### config.mk
export PLATFORM = sky130hd
export DESIGN_NAME = mem_arbiter
export DESIGN_NICKNAME = d
export VERILOG_FILES = /design/src/rtl/mem_arbiter.sv
export SDC_FILE = /design/constraint.sdc
export NUM_CORES = 1
export LEC_CHECK = 0
export ABC_AREA = 1
export CAP_MARGIN = 20
export CORE_MARGIN = 2
export CORE_UTILIZATION = 25
export DETAILED_ROUTE_END_ITERATION = 6
export PLACE_DENSITY_LB_ADDON = 0.08
export SYNTH_ARGS = -nofsm -noshare
export SYNTH_HDL_FRONTEND = slang
export SYNTH_SLANG_ARGS = --single-unit
### constraint.sdc
create_clock -name clk -period 3 [get_ports clk]
set_input_delay 0.45 -clock clk [delete_from_list [all_inputs] [get_ports clk]]
set_output_delay 0.45 -clock clk [all_outputs]
set_load 0.02 [all_outputs]
### src/rtl/mem_arbiter.sv
// mem_arbiter: shares one variable-latency memory port between beta fetch (i),
// beta data (d) and DMA (x). Fixed priority d > i > x, with an aging counter
// so that a pending x request wins after AGE_MAX lost arbitrations.
// Optional build macro MEM_TIMEOUT_EN adds a BUSY-cycle abort after
// TIMEOUT_CYCLES without m_ack (ack pulses with err=1, reads return DEADBEEF).
//
// Handshake: a requester raises req with addr/we/wdata and holds them until
// it sees its one-cycle ack; the memory side holds m_req and m_* stable until
// m_ack is sampled high in BUSY. m_ack seen in IDLE or RESP is ignored.
module mem_arbiter #(
   parameter int unsigned AGE_MAX        = 4,
   parameter int unsigned TIMEOUT_CYCLES = 255
) (
   input  logic        clk,
   input  logic        reset,
   input  logic        i_req,
   input  logic [31:0] i_addr,
   output logic [31:0] i_rdata,
   output logic        i_ack,
   input  logic        d_req,
   input  logic        d_we,
   input  logic [31:0] d_addr,
   input  logic [31:0] d_wdata,
   output logic [31:0] d_rdata,
   output logic        d_ack,
   input  logic        x_req,
   input  logic        x_we,
   input  logic [31:0] x_addr,
   input  logic [31:0] x_wdata,
   output logic [31:0] x_rdata,
   output logic        x_ack,
   output logic        m_req,
   output logic        m_we,
   output logic [31:0] m_addr,
   output logic [31:0] m_wdata,
   input  logic [31:0] m_rdata,
   input  logic        m_ack,
   output logic [1:0]  grant,
   output logic        err,
   output logic [1:0]  dbg_state_o
);

   typedef enum logic [1:0] {
      ST_IDLE = 2'd0,
      ST_BUSY = 2'd1,
      ST_RESP = 2'd2
   } state_e;

   localparam logic [1:0]  GR_NONE    = 2'd0;
   localparam logic [1:0]  GR_I       = 2'd1;
   localparam logic [1:0]  GR_D       = 2'd2;
   localparam logic [1:0]  GR_X       = 2'd3;
   localparam logic [3:0]  AGE_LIMIT  = 4'(AGE_MAX);
   localparam logic [31:0] ABORT_DATA = 32'hDEADBEEF;

   state_e      state_q, state_d;
   logic [1:0]  grant_q, grant_d;
   logic        m_req_q, m_req_d;
   logic        m_we_q, m_we_d;
   logic [31:0] m_addr_q, m_addr_d;
   logic [31:0] m_wdata_q, m_wdata_d;
   logic [31:0] i_rdata_q, i_rdata_d;
   logic [31:0] d_rdata_q, d_rdata_d;
   logic [31:0] x_rdata_q, x_rdata_d;
   logic        i_ack_q, i_ack_d;
   logic        d_ack_q, d_ack_d;
   logic        x_ack_q, x_ack_d;
   logic        err_q, err_d;
   logic [3:0]  age_q, age_d;
   logic [1:0]  winner;
   logic        tmo_hit;
   logic [31:0] resp_data;

`ifdef MEM_TIMEOUT_EN
   localparam logic [15:0] TMO_LAST = 16'(TIMEOUT_CYCLES - 1);
   logic [15:0] tmo_q, tmo_d;

   // BUSY-cycle counter; held at zero outside BUSY so each transaction starts fresh
   always_comb begin
      tmo_d = '0;
      if (state_q == ST_BUSY) tmo_d = tmo_q + 16'd1;
   end

   // Timeout counter register
   always_ff @(posedge clk or negedge reset) begin
      if (!reset) tmo_q <= '0;
      else        tmo_q <= tmo_d;
   end

   assign tmo_hit = (tmo_q == TMO_LAST);
`else
   logic unused_tmo;
   assign unused_tmo = |32'(TIMEOUT_CYCLES);
   assign tmo_hit    = 1'b0;
`endif

   // Data returned to the winner: memory data, or the abort pattern on timeout
   assign resp_data = m_ack ? m_rdata : ABORT_DATA;

   // Arbitration: an aged x wins outright, otherwise d > i > x
   always_comb begin
      winner = GR_NONE;
      if (x_req && (age_q == AGE_LIMIT)) winner = GR_X;
      else if (d_req)                    winner = GR_D;
      else if (i_req)                    winner = GR_I;
      else if (x_req)                    winner = GR_X;
   end

   // Next-state and registered-output logic for IDLE -> BUSY -> RESP
   always_comb begin
      state_d   = state_q;
      grant_d   = grant_q;
      m_req_d   = m_req_q;
      m_we_d    = m_we_q;
      m_addr_d  = m_addr_q;
      m_wdata_d = m_wdata_q;
      i_rdata_d = i_rdata_q;
      d_rdata_d = d_rdata_q;
      x_rdata_d = x_rdata_q;
      i_ack_d   = 1'b0;
      d_ack_d   = 1'b0;
      x_ack_d   = 1'b0;
      err_d     = 1'b0;
      age_d     = age_q;
      unique case (state_q)
         ST_IDLE: begin
            grant_d = GR_NONE;
            if (!x_req || (winner == GR_X)) age_d = '0;
            else if (age_q < AGE_LIMIT)     age_d = age_q + 4'd1;
            if (winner != GR_NONE) begin
               state_d = ST_BUSY;
               grant_d = winner;
               m_req_d = 1'b1;
               case (winner)
                  GR_I: begin
                     m_we_d    = 1'b0;
                     m_addr_d  = i_addr;
                     m_wdata_d = '0;
                  end
                  GR_D: begin
                     m_we_d    = d_we;
                     m_addr_d  = d_addr;
                     m_wdata_d = d_wdata;
                  end
                  default: begin
                     m_we_d    = x_we;
                     m_addr_d  = x_addr;
                     m_wdata_d = x_wdata;
                  end
               endcase
            end
         end
         ST_BUSY: begin
            // A real m_ack takes precedence over a coincident timeout
            if (m_ack || tmo_hit) begin
               state_d = ST_RESP;
               m_req_d = 1'b0;
               err_d   = !m_ack;
               case (grant_q)
                  GR_I: begin
                     i_ack_d = 1'b1;
                     if (!m_we_q) i_rdata_d = resp_data;
                  end
                  GR_D: begin
                     d_ack_d = 1'b1;
                     if (!m_we_q) d_rdata_d = resp_data;
                  end
                  default: begin
                     x_ack_d = 1'b1;
                     if (!m_we_q) x_rdata_d = resp_data;
                  end
               endcase
            end
         end
         ST_RESP: begin
            state_d = ST_IDLE;
            grant_d = GR_NONE;
         end
         default: begin
            state_d = ST_IDLE;
            grant_d = GR_NONE;
            m_req_d = 1'b0;
         end
      endcase
   end

   // State and output registers
   always_ff @(posedge clk or negedge reset) begin
      if (!reset) begin
         state_q   <= ST_IDLE;
         grant_q   <= GR_NONE;
         m_req_q   <= 1'b0;
         m_we_q    <= 1'b0;
         m_addr_q  <= '0;
         m_wdata_q <= '0;
         i_rdata_q <= '0;
         d_rdata_q <= '0;
         x_rdata_q <= '0;
         i_ack_q   <= 1'b0;
         d_ack_q   <= 1'b0;
         x_ack_q   <= 1'b0;
         err_q     <= 1'b0;
         age_q     <= '0;
      end else begin
         state_q   <= state_d;
         grant_q   <= grant_d;
         m_req_q   <= m_req_d;
         m_we_q    <= m_we_d;
         m_addr_q  <= m_addr_d;
         m_wdata_q <= m_wdata_d;
         i_rdata_q <= i_rdata_d;
         d_rdata_q <= d_rdata_d;
         x_rdata_q <= x_rdata_d;
         i_ack_q   <= i_ack_d;
         d_ack_q   <= d_ack_d;
         x_ack_q   <= x_ack_d;
         err_q     <= err_d;
         age_q     <= age_d;
      end
   end

   assign i_rdata     = i_rdata_q;
   assign i_ack       = i_ack_q;
   assign d_rdata     = d_rdata_q;
   assign d_ack       = d_ack_q;
   assign x_rdata     = x_rdata_q;
   assign x_ack       = x_ack_q;
   assign m_req       = m_req_q;
   assign m_we        = m_we_q;
   assign m_addr      = m_addr_q;
   assign m_wdata     = m_wdata_q;
   assign grant       = grant_q;
   assign err         = err_q;
   assign dbg_state_o = state_q;

endmodule
==> results_dict.tcl <==
set metrics [dict create \
    avgSynthCellArea_sq_um 7.59 \
    finalNetCount 1612 \
    irDropWorstVdd_mv 0.407 \
    p_leak_nw 6.20 \
    cts_made_buffers 17 \
    status "complete, but fails checks" \
    clockBufferDepth 2 \
    final_cell_mix "nand2_1, clkdlybuf4s50_1, dfrtp_1" \
    clock_skew_ps 21.5 \
    yosysTopAreaCell "dfrtp_1" \
    place.gp.congestion 0.817 \
    synth_top_area_share_pct 53.9 \
    hold_ws_ps -8.50 \
    synthMuxAreaShare_pct 0 \
    min_path_type "in -> async" \
    cp.required_ps 3360 \
    yosys-top-cells-area "dfrtp_1, nand2_1, nand3_1, nor2_1, buf_2" \
    yosys.area_share.simple_pct 39.3 \
    hold_violations 3 \
    dieArea_sq_mm 0.0336 \
    grt_pass1_vias 8035 \
    clk_latency_ps 440 \
    violations "negative hold slack" \
    fin_crit_sh_pct 72.7 \
    grtUsageTotal_pct 18.5 \
    fillers 3265 \
    path_class "reg -> reg" \
    synth_nets 1266 \
    worst_pin_slew_ps 602 \
    port_buffers 368 \
    synthAdderAreaFrac_pct 1.25 \
    vias 7843 \
    dieHeight_microns 183 \
    totalPowerFinal_w 0.0126 \
    cts_max_level 4 \
    worstPathArrival_ps 2540 \
    critPathSlowestCell "dfrtp_1" \
    dp_slack_ps 483 \
    grt_pass1_wl_microns 47600 \
    wl_met2_microns 14700 \
    slew-limit-headroom_pct 59.9 \
    ant_nets 0 \
    io_pins 370 \
    seq_area_frac_synth_pct 53.9 \
    cp-end-kind "register" \
    fin_crit_ps 2180 \
    final_max_slew_viol_count 0 \
    synth_compound_area_share_pct 0.468 \
    rows 65 \
    cp_max_fo 55 \
    cp_cell_sequence "inv_1 -> ha_1 -> inv_1 -> nor2_1 -> nand2_1 -> nand2_1 -> inv_1 -> ha_2 -> inv_2 -> buf_12 -> nand3_1 -> nand2_1 -> nor2_1 -> nor2_1" \
    cp_slowest_stage_delay_ps 410 \
    fin_tns_setup_ps 0 \
    hold_buffers 0 \
    route.met3.wl_microns 2430 \
    drc 0 \
    firstDrtPassIters 6 \
    grt_max_degree 66 \
    cts_tree "yes" \
    synth.cell_area_sq_mm 0.00803 \
    post_cts_resized 0 \
    wl_met1_microns 13000 \
    fp.coreArea_sq_mm 0.0316 \
    postRouteWirelength_microns 30500 \
    clk_pin_slew_worst_paths_ps 80 \
    p_per_area_mw_per_mm2 988 \
    top_layer "met5" \
    drt_iter0_drc 276 \
    synth_top_family_by_area "simple AND/OR/NAND/NOR gates" \
    grt.overflow.total 0 \
    viasPerCell 4.31 \
    routedWlPerCell_microns 16.8 \
    grt_setup_unrepaired "false" \
    netlist_instances 1058 \
    layout_commonest_cell "nand2_1" \
    start_util_pct 25.4 \
    synth-seq-cells 173 \
    drive_above_1_share_pct 4.94 \
    synth.distinct_cells 25 \
    cts-root-buf "clkbuf_16" \
    setup_viol 0 \
    startpoint_type "register" \
    cts_setup_buffers 0 \
    synth_xor_area_share_pct 0 \
    final_util_pct 40.5 \
    clock_sinks 173 \
    syn_to_final_growth_pct 59.2 \
    maxCapViolCount 0 \
    antenna_found_initial 2 \
    dp_hpwl_microns 22100 \
    yosysWarnings 0 \
    max_freq_mhz 459 \
    die_width_microns 183 \
    fin_ws_ps 820 \
]
[per-layer routing]
layer	global-route usage, %	up-vias
met4	4.26	2
met1	22.6	3600
met5	0	-
met2	31.3	249
met3	6.35	20
li1	-	3972
[cell type report]
class / instances / area, sq um / share of cell area, %
inverters: 21 / 78.8 / 0.617
diodes: 1 / 2.50 / 0.0196
multi-input cells: 801 / 3310 / 25.9
repair buffers: 390 / 3960 / 31.0
clock inverters: 15 / 166 / 1.30
flip-flops and latches: 173 / 4330 / 33.9
well taps: 402 / 503 / 3.94
clock buffers: 17 / 425 / 3.33
[where the power goes]
group          leakage [nW]  switching [W]  internal (W)
Combinational          3.75        0.00359       0.00277
Sequential             2.16       0.000626       0.00338
Clock                 0.288        0.00112       0.00113
Total                  6.20        0.00534       0.00728
[Yosys cell counts]
cell	number
nand3b_2	1
clkbuf_1	16
inv_2	5
buf_2	30
a21boi_0	1
dfrtp_1	173
nand2_2	1
nor2_2	2
nand3_1	135
conb_1	1
nor3_1	1
a21boi_1	1
nor2_1	106
buf_4	9
clkinv_1	1
nand3_2	2
a21oi_1	2
buf_1	6
nand2_1	537
o21bai_1	1
ha_1	8
nor2_4	1
o21ai_0	1
buf_6	2
inv_1	15
[path summary, 6_finish.rpt]
path                       cells past startpoint  slack, ps                 endpoint                     from
setup / recovery                              14        820   m_addr[25]$_DFFE_PN0P_     age_q[0]$_DFFE_PN0P_
hold / removal                                 1         -8  d_rdata[24]$_DFFE_PN0P_                    reset
setup reg to reg                              14        820   m_addr[25]$_DFFE_PN0P_     age_q[0]$_DFFE_PN0P_
hold reg to reg                                2        470  x_rdata[20]$_DFFE_PN0P_  x_rdata[20]$_DFFE_PN0P_
max in group asynchronous                      2       2220  m_wdata[30]$_DFFE_PN0P_                    reset
min in group clk                               2        470  x_rdata[20]$_DFFE_PN0P_  x_rdata[20]$_DFFE_PN0P_
[state kept, by name (all words and copies together) (netlist names)]
register	count
age_q	4
d_ack	1
d_rdata	32
dbg_state_o	2
grant	2
i_ack	1
i_rdata	32
m_addr	32
m_req	1
m_wdata	32
m_we	1
x_ack	1
x_rdata	32
[worst max-delay path: cells and delay by family (launching register included)]
kind	cells	cell delay, ps
adders and majority gates	2	480
and+or+nand+nor	7	630
DFF	1	410
buffers and inverters	5	580
[logic make-up after synthesis]
family          after synthesis
simple gates                786
fa+ha+maj                     8
buf+inv                      84
flops                       173
compound gates                6
other cells                   1
[per-stage QoR]
stage	instance area, sq um	instances
2_1_floorplan	8030	1058
3_3_place_gp	12200	1787
3_5_place_dp	12200	1787
4_1_cts	12800	1819
5_1_grt	12800	1819
6_report	12800	1820
(Power assumes the default switching activity.)
